File: src/rtl/mem_pkg.sv
// Shared definitions for the instruction/data memory port arbiter:
// default memory geometry, arbitration select encoding and the range check.
package mem_pkg;

    localparam int unsigned DEF_MEM_SIZE  = 4096;
    localparam logic [31:0] DEF_START_POS = 32'hbfc00000;

    typedef enum logic [1:0] {
        SEL_NONE,
        SEL_I,
        SEL_D
    } arb_sel_e;

    // Word-aligned range check done in 33 bits so an address below the base
    // cannot wrap around into the valid window.
    function automatic logic in_range(input logic [31:0] addr,
                                      input logic [31:0] start_pos,
                                      input logic [31:0] mem_size);
        logic [32:0] word;
        logic [32:0] lo;
        logic [32:0] hi;
        word = {1'b0, addr & 32'hFFFF_FFFC};
        lo   = {1'b0, start_pos};
        hi   = lo + {1'b0, mem_size} - 33'd4;
        return (word >= lo) && (word <= hi);
    endfunction

endpackage

File: src/rtl/arb_starve_ctr.sv
// Saturating count of consecutive cycles a requester was refused.
// at_max tells the arbiter the requester must win the next arbitration.
module arb_starve_ctr #(
    parameter int unsigned MAX_WAIT = 3
) (
    input  logic clk,
    input  logic rst,
    input  logic req,
    input  logic gnt,
    output logic at_max
);

    localparam int unsigned CW = (MAX_WAIT < 1) ? 1 : $clog2(MAX_WAIT + 1);
    localparam logic [CW-1:0] CNT_MAX = CW'(MAX_WAIT);

    logic [CW-1:0] wait_cnt;

    // Count refused cycles; any grant or a dropped request restarts the count.
    always_ff @(posedge clk) begin
        if (rst || !req || gnt) begin
            wait_cnt <= '0;
        end else if (wait_cnt != CNT_MAX) begin
            wait_cnt <= wait_cnt + CW'(1);
        end
    end

    assign at_max = (wait_cnt == CNT_MAX);

endmodule

File: src/rtl/imem_port_arbiter.sv
// Shares one byte-addressable memory port between instruction fetch (I) and
// load/store (D). D normally wins; I wins once it has been refused MAX_WAIT
// cycles in a row. Out-of-range accesses answer with an error and never reach
// the memory. Optional macro ARB_PERF_EN adds stall/grant performance counters.
module imem_port_arbiter
    import mem_pkg::*;
#(
    parameter int unsigned MEM_SIZE  = DEF_MEM_SIZE,
    parameter logic [31:0] START_POS = DEF_START_POS,
    parameter int unsigned MAX_WAIT  = 3
) (
    input  logic        clk,
    input  logic        rst,
    input  logic        i_req,
    input  logic [31:0] i_addr,
    output logic        i_gnt,
    output logic        i_rvalid,
    output logic [31:0] i_rdata,
    output logic        i_err,
    input  logic        d_req,
    input  logic        d_we,
    input  logic [3:0]  d_be,
    input  logic [31:0] d_addr,
    input  logic [31:0] d_wdata,
    output logic        d_gnt,
    output logic        d_rvalid,
    output logic [31:0] d_rdata,
    output logic        d_err,
    output logic [31:0] m_addr,
    output logic        m_we,
    output logic [3:0]  m_be,
    output logic [31:0] m_wdata,
    input  logic [31:0] m_rdata
`ifdef ARB_PERF_EN
    ,
    output logic [31:0] perf_i_stall,
    output logic [31:0] perf_d_grant
`endif
);

    arb_sel_e    sel;
    logic        at_max;
    logic        i_ok;
    logic        d_ok;
    logic [31:0] win_addr;
    logic [31:0] m_addr_q;
    logic        i_rvalid_q;
    logic        i_err_q;
    logic        d_rvalid_q;
    logic        d_err_q;

    arb_starve_ctr #(
        .MAX_WAIT(MAX_WAIT)
    ) u_starve (
        .clk   (clk),
        .rst   (rst),
        .req   (i_req),
        .gnt   (i_gnt),
        .at_max(at_max)
    );

    assign i_ok = in_range(i_addr, START_POS, MEM_SIZE);
    assign d_ok = in_range(d_addr, START_POS, MEM_SIZE);

    // Pick at most one winner; a starved fetch overrides the D priority.
    always_comb begin
        sel = SEL_NONE;
        if (!rst) begin
            if (at_max && i_req) begin
                sel = SEL_I;
            end else if (d_req) begin
                sel = SEL_D;
            end else if (i_req) begin
                sel = SEL_I;
            end
        end
    end

    assign i_gnt = (sel == SEL_I);
    assign d_gnt = (sel == SEL_D);

    // Drive the memory from the winner; idle cycles keep the previous address.
    always_comb begin
        win_addr = (sel == SEL_D) ? d_addr : i_addr;
        if (sel != SEL_NONE) begin
            m_addr = (win_addr & 32'hFFFF_FFFC) - START_POS;
        end else begin
            m_addr = m_addr_q;
        end
    end

    assign m_we    = d_gnt && d_we && d_ok;
    assign m_be    = d_be;
    assign m_wdata = d_wdata;

    // Remember the last driven memory address for idle cycles.
    always_ff @(posedge clk) begin
        if (rst) begin
            m_addr_q <= '0;
        end else begin
            m_addr_q <= m_addr;
        end
    end

    // Capture read data and flags for the granted port, one cycle of latency.
    always_ff @(posedge clk) begin
        if (rst) begin
            i_rvalid_q <= 1'b0;
            i_err_q    <= 1'b0;
            i_rdata    <= '0;
            d_rvalid_q <= 1'b0;
            d_err_q    <= 1'b0;
            d_rdata    <= '0;
        end else begin
            i_rvalid_q <= i_gnt;
            i_err_q    <= i_gnt && !i_ok;
            if (i_gnt) begin
                i_rdata <= i_ok ? m_rdata : '0;
            end
            d_rvalid_q <= d_gnt;
            d_err_q    <= d_gnt && !d_ok;
            if (d_gnt) begin
                d_rdata <= (d_ok && !d_we) ? m_rdata : '0;
            end
        end
    end

    // Reset landing on a response cycle drops that response immediately.
    assign i_rvalid = i_rvalid_q && !rst;
    assign i_err    = i_err_q && !rst;
    assign d_rvalid = d_rvalid_q && !rst;
    assign d_err    = d_err_q && !rst;

`ifdef ARB_PERF_EN
    // Free-running wrap-around counters of fetch stalls and D grants.
    always_ff @(posedge clk) begin
        if (rst) begin
            perf_i_stall <= '0;
            perf_d_grant <= '0;
        end else begin
            perf_i_stall <= perf_i_stall + 32'(i_req && !i_gnt);
            perf_d_grant <= perf_d_grant + 32'(d_gnt);
        end
    end
`endif

endmodule

File: config.mk
export PLATFORM = sky130hd
export DESIGN_NAME = imem_port_arbiter
export DESIGN_NICKNAME = d
export VERILOG_FILES = /design/src/rtl/mem_pkg.sv /design/src/rtl/arb_starve_ctr.sv /design/src/rtl/imem_port_arbiter.sv
export SDC_FILE = /design/constraint.sdc
export NUM_CORES = 1
export LEC_CHECK = 0
export CAP_MARGIN = 10
export CORE_ASPECT_RATIO = 2
export CORE_MARGIN = 5
export CORE_UTILIZATION = 30
export DETAILED_ROUTE_END_ITERATION = 12
export PLACE_DENSITY = 0.66
export SKIP_CTS_REPAIR_TIMING = 1
export SLEW_MARGIN = 20
export SYNTH_ARGS = -nofsm -noshare
export SYNTH_HDL_FRONTEND = slang
export SYNTH_SLANG_ARGS = --single-unit
export TNS_END_PERCENT = 100
File: constraint.sdc
create_clock -name clk -period 9 [get_ports clk]
set_clock_uncertainty 0.2 [all_clocks]
set_input_delay 2.25 -clock clk [delete_from_list [all_inputs] [get_ports clk]]
set_output_delay 2.25 -clock clk [all_outputs]
set_load 0.005 [all_outputs]
After elaboration in Yosys (flattened, before gate mapping). Cells that the tools add are included.

Flip-flop bits (word level): 102. Input port bits: 137. Output and inout port bits: 139. Logic and storage cells: 46.

$add $sub $neg: 2. Order comparisons: 4. Eq/ne operators: 4. Mux-type cells: 8. Reduce and logical (&&, ||, !) cells: 20.

Operators by type and width (number): $mux 32 (4); $ge 32x32->1 const B (2); $le 32x32->1 const B (2); $sub 32x32->32 const B (1); $logic_and 1x1->1 (12); $mux 2 (3); $logic_not 1->1 (5); $eq 2x2->1 const B (2); $add 2x1->2 const B (1); $eq 2x1->1 const B (1); $logic_or 1x1->1 (2); $ne 2x2->1 const B (1); $reduce_bool 2->1 (1); $mux 1 (1).

Logic depth before layout (Yosys ltp). Gate-level depths: netlist of run 1.

Depth after elaboration: 8. Gate-level depth with buffers: 14. Gate-level depth less buffers: 12.

Hierarchy. Synthesis of run 1 repeated with hierarchy kept, for this count alone.

Cells, all modules: 438. Area total of the unflattened synthesis: 4374.2 um2.

By module, submodules not included: imem_port_arbiter (instances 1, cells an instance 429, area each 4274.1 um2, sequential area each 2001.9 um2); arb_starve_ctr (instances 1, cells an instance 9, area each 100.1 um2, sequential area each 40.0 um2).

Least setup slack after synthesis of run 1. OpenSTA, ideal clock, no wires.

Kind: input -> output. Start point: input rst. End point: output m_addr[28]. Arrival: 4.101 ns. Required time: 6.550 ns. Slack: 2.449 ns. Cell stages on the path: 14. Buffers on the path: 3. Path through: buf_6 nor2b_4 nand2_4 inv_6 buf_4 buf_2 nand2_1 nand2_1 ha_1 nand4_1 nor2_1 xor2_1 nor3_1 a211oi_1.

Longest elaborated chain between the ends: 5. Elaborated cells between the ends (all ways): 6. Those cells by class: add/sub: 1; eq/ne: 1; mux: 3; reduce/logical: 1.

Ends and longest elaborated chain: start: declaration (RTL line imem_port_arbiter.sv:13) `input logic rst,`; $mux 2 (RTL line imem_port_arbiter.sv:68) `if (!rst) begin`; $eq 2x2->1; net d_gnt (RTL line imem_port_arbiter.sv:25) `output logic d_gnt,`; $mux 32 (RTL line imem_port_arbiter.sv:84) `win_addr = (sel == SEL_D) ? d_addr : i_addr;`; $sub 32x32->32 (RTL line imem_port_arbiter.sv:86) `m_addr = (win_addr & 32'hFFFF_FFFC) - START_POS;`; $mux 32 (RTL line imem_port_arbiter.sv:85) `if (sel != SEL_NONE) begin`; end: declaration (RTL line imem_port_arbiter.sv:29) `output logic [31:0] m_addr,`.

The timed path passes the listed nets, and every way through them passes these cells.

Worst setup path in the final report of run 1.
Start point: input d_req. End point: output m_addr[30].

Longest elaborated chain between the ends: 7. Elaborated cells between the ends (all ways): 8. Those cells by class: add/sub: 1; eq/ne: 1; mux: 5; reduce/logical: 1.

Ends and longest elaborated chain: start: declaration (RTL line imem_port_arbiter.sv:20) `input logic d_req,`; $mux 2 (*) (RTL line imem_port_arbiter.sv:71) `end else if (d_req) begin`; $mux 2 (*) (RTL line imem_port_arbiter.sv:69) `if (at_max && i_req) begin`; $mux 2 (*) (RTL line imem_port_arbiter.sv:68); $eq 2x2->1 (RTL line imem_port_arbiter.sv:84); $mux 32 (RTL line imem_port_arbiter.sv:84); $sub 32x32->32 (RTL line imem_port_arbiter.sv:86); $mux 32 (*) (RTL line imem_port_arbiter.sv:85).

Mark *: on every way between the ends. The rest lies on a longest branch, timed or not.

==> metrics.yaml, run 1 <==
timing:
  min_period_ns: 7.649
  min_period_over_period: 0.8499
  maxSlewHeadroom: 0.3649
  tightest_slew_ns: 0.9527
  setup_violations: 0
  max_freq_mhz: 130.7
  setup_tns_ns: 0
  maxSlewViolCount: 0
  grt_setup_unrepaired: "false"
  final-hold-violation-count: 0
global_route:
  grt_usage: 0.1468
  use_met1: 0.1798
  top_usage_layer: "met2"
  gr-usage-met3: 0.07204
  grt_pass1_wl_um: 22140
  grt_pass1_vias: 4094
  antenna_found_initial: 1
  use_met2: 0.2300
  grt_overflow: 0
  grt_max_degree: 98
floorplan:
  core_area_um2: 15620
  rows: 65
  ios: 276
  die_w_um: 98.68
  dieArea_um2: 18490
  die_h_um: 187.4
  initial_core_util: 0.3022
critical_path:
  max_stage_delay_ns: 0.52
  worst-path-buf-inv: 3
  cpMaxStageDelayCell: "clkdlybuf4s50_1"
  cp_data_arrival_time_ns: 5.20
  crit_chain: "clkdlybuf4s50_1 -> nor2b_4 -> nand2_4 -> inv_6 -> mux2_2 -> ha_1 -> nand4_1 -> nor3_1 -> nor4b_1 -> a221o_1 -> clkdlybuf4s50_1"
  worstPathRequired_ns: 6.55
  cpLargestDelayFamily: "buffers and inverters"
  crit_path_start_kind: "input pin"
  endpoint_kind: "primary output"
  crit_type: "in -> out"
  cpMostUsedCell: "clkdlybuf4s50_1"
  crit_fanout: 14
finish:
  syn2layout_area_growth_pct: 43.73
  fin_nets: 763
  drive_gt1_frac: 0.06041
  layout_common_cells: "clkdlybuf4s50_1 (198), dfxtp_1 (102), nand2_1 (38), nor3b_1 (34)"
  instances_no_fill: 830
  stdcell_area_um2: 6782
  final_common_cell: "clkdlybuf4s50_1"
  fill_cells: 1538
  num_antenna_cells: 0
status:
  outcome: "completed"
clocking:
  cts_root_buf: "clkbuf_16"
  cts_max_path_buffers: 2
  cts_tree: "done"
  clock_sinks: 102
  clk_pin_slew_ns: 0.07
  cts_made_buffers: 9
  clk_latency_ns: 0.34
  h-tree-depth: 3
logic_synthesis:
  async_reset_ff_frac: 0
  syn-instance-count: 480
  avgSynthCellArea_um2: 9.830
  synth_area_um2: 4718
  syn-num-nets: 619
  yosysWarnings: 0
  yosys-top-cells-area: "dfxtp_1 (43%), buf_4 (6.5%), a22o_1 (5.9%)"
  synth_top_area_share: 0.4328
  ys_ff_latch: 102
  yosysTopAreaCell: "dfxtp_1"
  yosysSeqAreaShare: 0.4328
  synth_edf_count: 0
  synth.distinct_cells: 52
  synthFlopType: "dfxtp_1"
job:
  max_cap_violations: 0
routing:
  viasPerCell: 4.892
  wl_per_cell_um: 16.53
  drt_wl_total_um: 13720
  drt_iter0_drc: 73
  drc_errors: 0
  vias: 4060
  drtAntennaViolNets: 0
  dr.pass1.iters: 4
placement:
  dp_cells: 814
  place_hpwl_um: 9697
  port_buffers: 199
  gp_congestion: 0.8480
  placed_cell_area_um2: 6479
power_and_ir_drop:
  power_mw: 1.012
  powerDensity_nw_per_um2: 149.2
  vdd_drop_max_v: 0.00008779
  p_leak_nw: 2.463
worst_hold_path:
  min_path_type: "reg -> reg"
## power by group
part	internal, mW	switching (mW)
combinational	0.0857	0.0682
sequential	0.461	0.00254
clock	0.204	0.190
total	0.751	0.261
## layer usage
metal	part of all wire	wire, µm	up-vias
li1	-	-	1970
met1	0.42	5770	1857
met2	0.44	6022	213
met3	0.13	1747	18
met4	0.013	175	2
met5	0.00051	7	-
## worst register-to-register path: stages (launching register included)
cell     delay (ns)
dfxtp_1        0.32
ha_1           0.20
nand2_1        0.20
nand2_4        0.21
inv_6          0.12
mux2_2         0.35
ha_1           0.26
nand4_1        0.17
o21ai_0        0.10
nor4b_1        0.15
a221o_1        0.35
nor2b_1        0.14
## area by class of cell
class / count / area [µm²] / area share
Inverter: 4 / 20.02 / 0.002952
Clock buffer: 10 / 239.0 / 0.03524
Timing Repair Buffer: 205 / 2036 / 0.3002
Tap cell: 201 / 251.5 / 0.03708
Multi-Input combinational cell: 302 / 2133 / 0.3146
Clock inverter: 6 / 60.06 / 0.008856
Sequential cell: 102 / 2042 / 0.3011
## registers in the layout, indices dropped and copies added (netlist names)
name	flops
i_err_q	1
d_err_q	1
d_rdata	32
u_starve.wait_cnt	2
i_rvalid_q	1
d_rvalid_q	1
m_addr_q	32
i_rdata	32
## final timing paths
check             cells past startpoint              endpoint                 start  slack, ns
setup / recovery                     11            m_addr[30]                 d_req       1.35
hold / removal                        1  u_starve.wait_cnt[0]  u_starve.wait_cnt[0]       0.23
setup reg to reg                     11          m_addr_q[30]  u_starve.wait_cnt[0]       6.08
hold reg to reg                       1  u_starve.wait_cnt[0]  u_starve.wait_cnt[0]       0.23
## cells in the mapped netlist (all sizes together) (5+ instances only)
| library cell | count |
|---|---|
| buf | 62 |
| nor4 | 5 |
| nor2b | 30 |
| o21ai | 26 |
| xnor2 | 5 |
| nor2 | 15 |
| a31o | 32 |
| mux2i | 23 |
| dfxtp | 102 |
| nand2 | 39 |
| nor3 | 5 |
| a22o | 32 |
| xor2 | 5 |
| nor3b | 34 |
| clkbuf | 10 |
| a21oi | 9 |
| nand3 | 9 |
## through the flow
| step | hold slack, ns | utilization | setup WS [ns] |
|---|---|---|---|
| floorplan | 0.1974 | - | 2.449 |
| global placement | 0.2096 | 0.4149 | 1.209 |
| detailed placement | 0.2221 | 0.4149 | 1.199 |
| CTS | 0.2330 | 0.4341 | 1.186 |
| global route | 0.2577 | 0.4343 | 1.120 |
| finish | 0.2305 | 0.4343 | 1.351 |
## cells by family after synthesis
family | synth area share
xor+xnor | 0.01856
mux | 0.05118
flops | 0.4328
fa+ha+maj | 0.005303
compound gates | 0.1817
buf+inv | 0.1169
simple gates | 0.1936
(Power assumes the default switching activity.)
==> run 2, diff against run 1 <==
PLACE_DENSITY = 0.69   (was 0.66)
clock period = 6.7 ns   (was 9 ns; I/O delays follow)
==> run 2 against run 1 <==
Net effect:
- sequential power rose by 34%
- cell count up 0.36%
- die area unchanged
- register-to-register slack worse by 2.3 ns
- non-clock buffer count is 3 higher
- critical path depth unchanged
- clock power is 25% higher
- design area is 0.11% higher
- global-route usage rose by 0.19 points
- total power increased by 31%
- count of clock-buffer cells in the layout did not move
- largest cell class unchanged
==> metrics.yaml, run 2 (synthesized netlist as in run 1, its figures left out) <==
floorplan:
  core_area_um2: 15620
  ios: 276
  die_w_um: 98.68
  rows: 65
  die_h_um: 187.4
  initial_core_util: 0.3022
  dieArea_um2: 18490
finish:
  fill_cells: 1533
  final_common_cell: "clkdlybuf4s50_1"
  layout_common_cells: "clkdlybuf4s50_1 (198), dfxtp_1 (102), nand2_1 (38), nor3b_1 (34)"
  drive_gt1_frac: 0.06329
  final_core_util: 0.4348
  num_antenna_cells: 0
  syn2layout_area_growth_pct: 43.89
  stdcell_area_um2: 6789
  fin_nets: 766
  reg_top3: "d_rdata (32), i_rdata (32), m_addr_q (32)"
clocking:
  h-tree-depth: 3
  clk_latency_ns: 0.33
  cts_root_buf: "clkbuf_16"
  clk_pin_slew_ns: 0.07
  cts_made_buffers: 9
  clock_sinks: 102
  cts_tree: "done"
  cts_max_path_buffers: 2
routing:
  viasPerCell: 4.920
  vias: 4098
  drtAntennaViolNets: 0
  drt_wl_total_um: 13910
  dr.pass1.iters: 4
  wl_per_cell_um: 16.69
  drc_errors: 0
  drt_iter0_drc: 135
global_route:
  grt_usage: 0.1487
  use_met2: 0.2256
  gr-usage-met3: 0.07242
  top_usage_layer: "met2"
  use_met1: 0.1857
  grt_overflow: 0
  grt_pass1_vias: 4222
  grt_pass1_wl_um: 22490
  grt_max_degree: 99
  antenna_found_initial: 0
placement:
  port_buffers: 199
  gp_congestion: 0.8257
  placed_cell_area_um2: 6514
  place_hpwl_um: 10050
critical_path:
  worst-path-buf-inv: 3
  crit_type: "in -> out"
  crit_fanout: 6
  crit_chain: "clkdlybuf4s50_1 -> nor2b_4 -> nand2_4 -> inv_6 -> mux2_2 -> ha_1 -> nand4_1 -> nor3_1 -> nor4b_1 -> a221o_1 -> clkdlybuf4s50_1"
  cp_data_arrival_time_ns: 4.43
  crit_path_start_kind: "input pin"
  max_stage_delay_ns: 0.51
  cpMostUsedCell: "clkdlybuf4s50_1"
  endpoint_kind: "primary output"
  worstPathRequired_ns: 4.83
  cpMaxStageDelayCell: "clkdlybuf4s50_1"
  cpLargestDelayFamily: "buffers and inverters"
power_and_ir_drop:
  vdd_drop_max_v: 0.0001139
  p_leak_nw: 2.466
  powerDensity_nw_per_um2: 194.9
status:
  outcome: "completed"
timing:
  timing.hold.ws_ns: 0.2304
  tightest_slew_ns: 0.8292
  max_freq_mhz: 158.6
  setup_violations: 0
  maxSlewViolCount: 0
  min_period_ns: 6.306
  final-hold-violation-count: 0
  grt_setup_unrepaired: "false"
  setup_tns_ns: 0
  maxSlewHeadroom: 0.4466
  min_period_over_period: 0.9412
worst_hold_path:
  min_path_type: "reg -> reg"
job:
  max_cap_violations: 0
run 2: changes by cell type in the layout (fill, tap and decap cells not counted):
cell,change
buf_12,+1
buf_4,+3
buf_6,-1
clkbuf_1,+1
clkbuf_8,-1
clkinv_2,+2
clkinvlp_4,+1
inv_6,-1
inv_8,-2
run 2: per-layer routing:
metal / wire [µm] / part of all wire / vias up
met4: 257 / 0.018 / 0
met1: 5957 / 0.43 / 1878
met5: 0 / 0 / -
li1: - / - / 1977
met3: 1642 / 0.12 / 24
met2: 6048 / 0.43 / 219
run 2: metrics by stage:
step           instances  power, mW  worst slack, ns
2_1_floorplan        480     0.7408            1.299
3_3_place_gp         817     0.8465           0.4508
3_5_place_dp         817     0.8481           0.4118
4_1_cts              833      1.347           0.3916
5_1_grt              833      1.384           0.2092
6_report             833      1.323           0.3941
run 2: path summary, 6_finish.rpt:
check                                          start  slack, ns                   end  depth (start not counted)
worst min-delay path            u_starve.wait_cnt[0]       0.23  u_starve.wait_cnt[0]                          1
worst max-delay path                           d_req       0.39            m_addr[30]                         11
worst min register to register  u_starve.wait_cnt[0]       0.23  u_starve.wait_cnt[0]                          1
worst max register to register  u_starve.wait_cnt[0]       3.80           i_rdata[23]                          9
run 2: cell type report:
cell class                      count  area (µm²)  area share
Multi-Input combinational cell    302        2133      0.3142
Clock inverter                      6       46.29    0.006819
Clock buffer                       10       229.0     0.03373
Sequential cell                   102        2042      0.3008
Inverter                            4       20.02    0.002949
Timing Repair Buffer              208        2067      0.3045
Tap cell                          201       251.5     0.03704
run 2: report_power, final:
| group | total (mW) | internal, mW | switching (mW) |
|---|---|---|---|
| clock network | 0.491 | 0.256 | 0.235 |
| registers | 0.623 | 0.620 | 0.00340 |
| logic | 0.209 | 0.117 | 0.0926 |
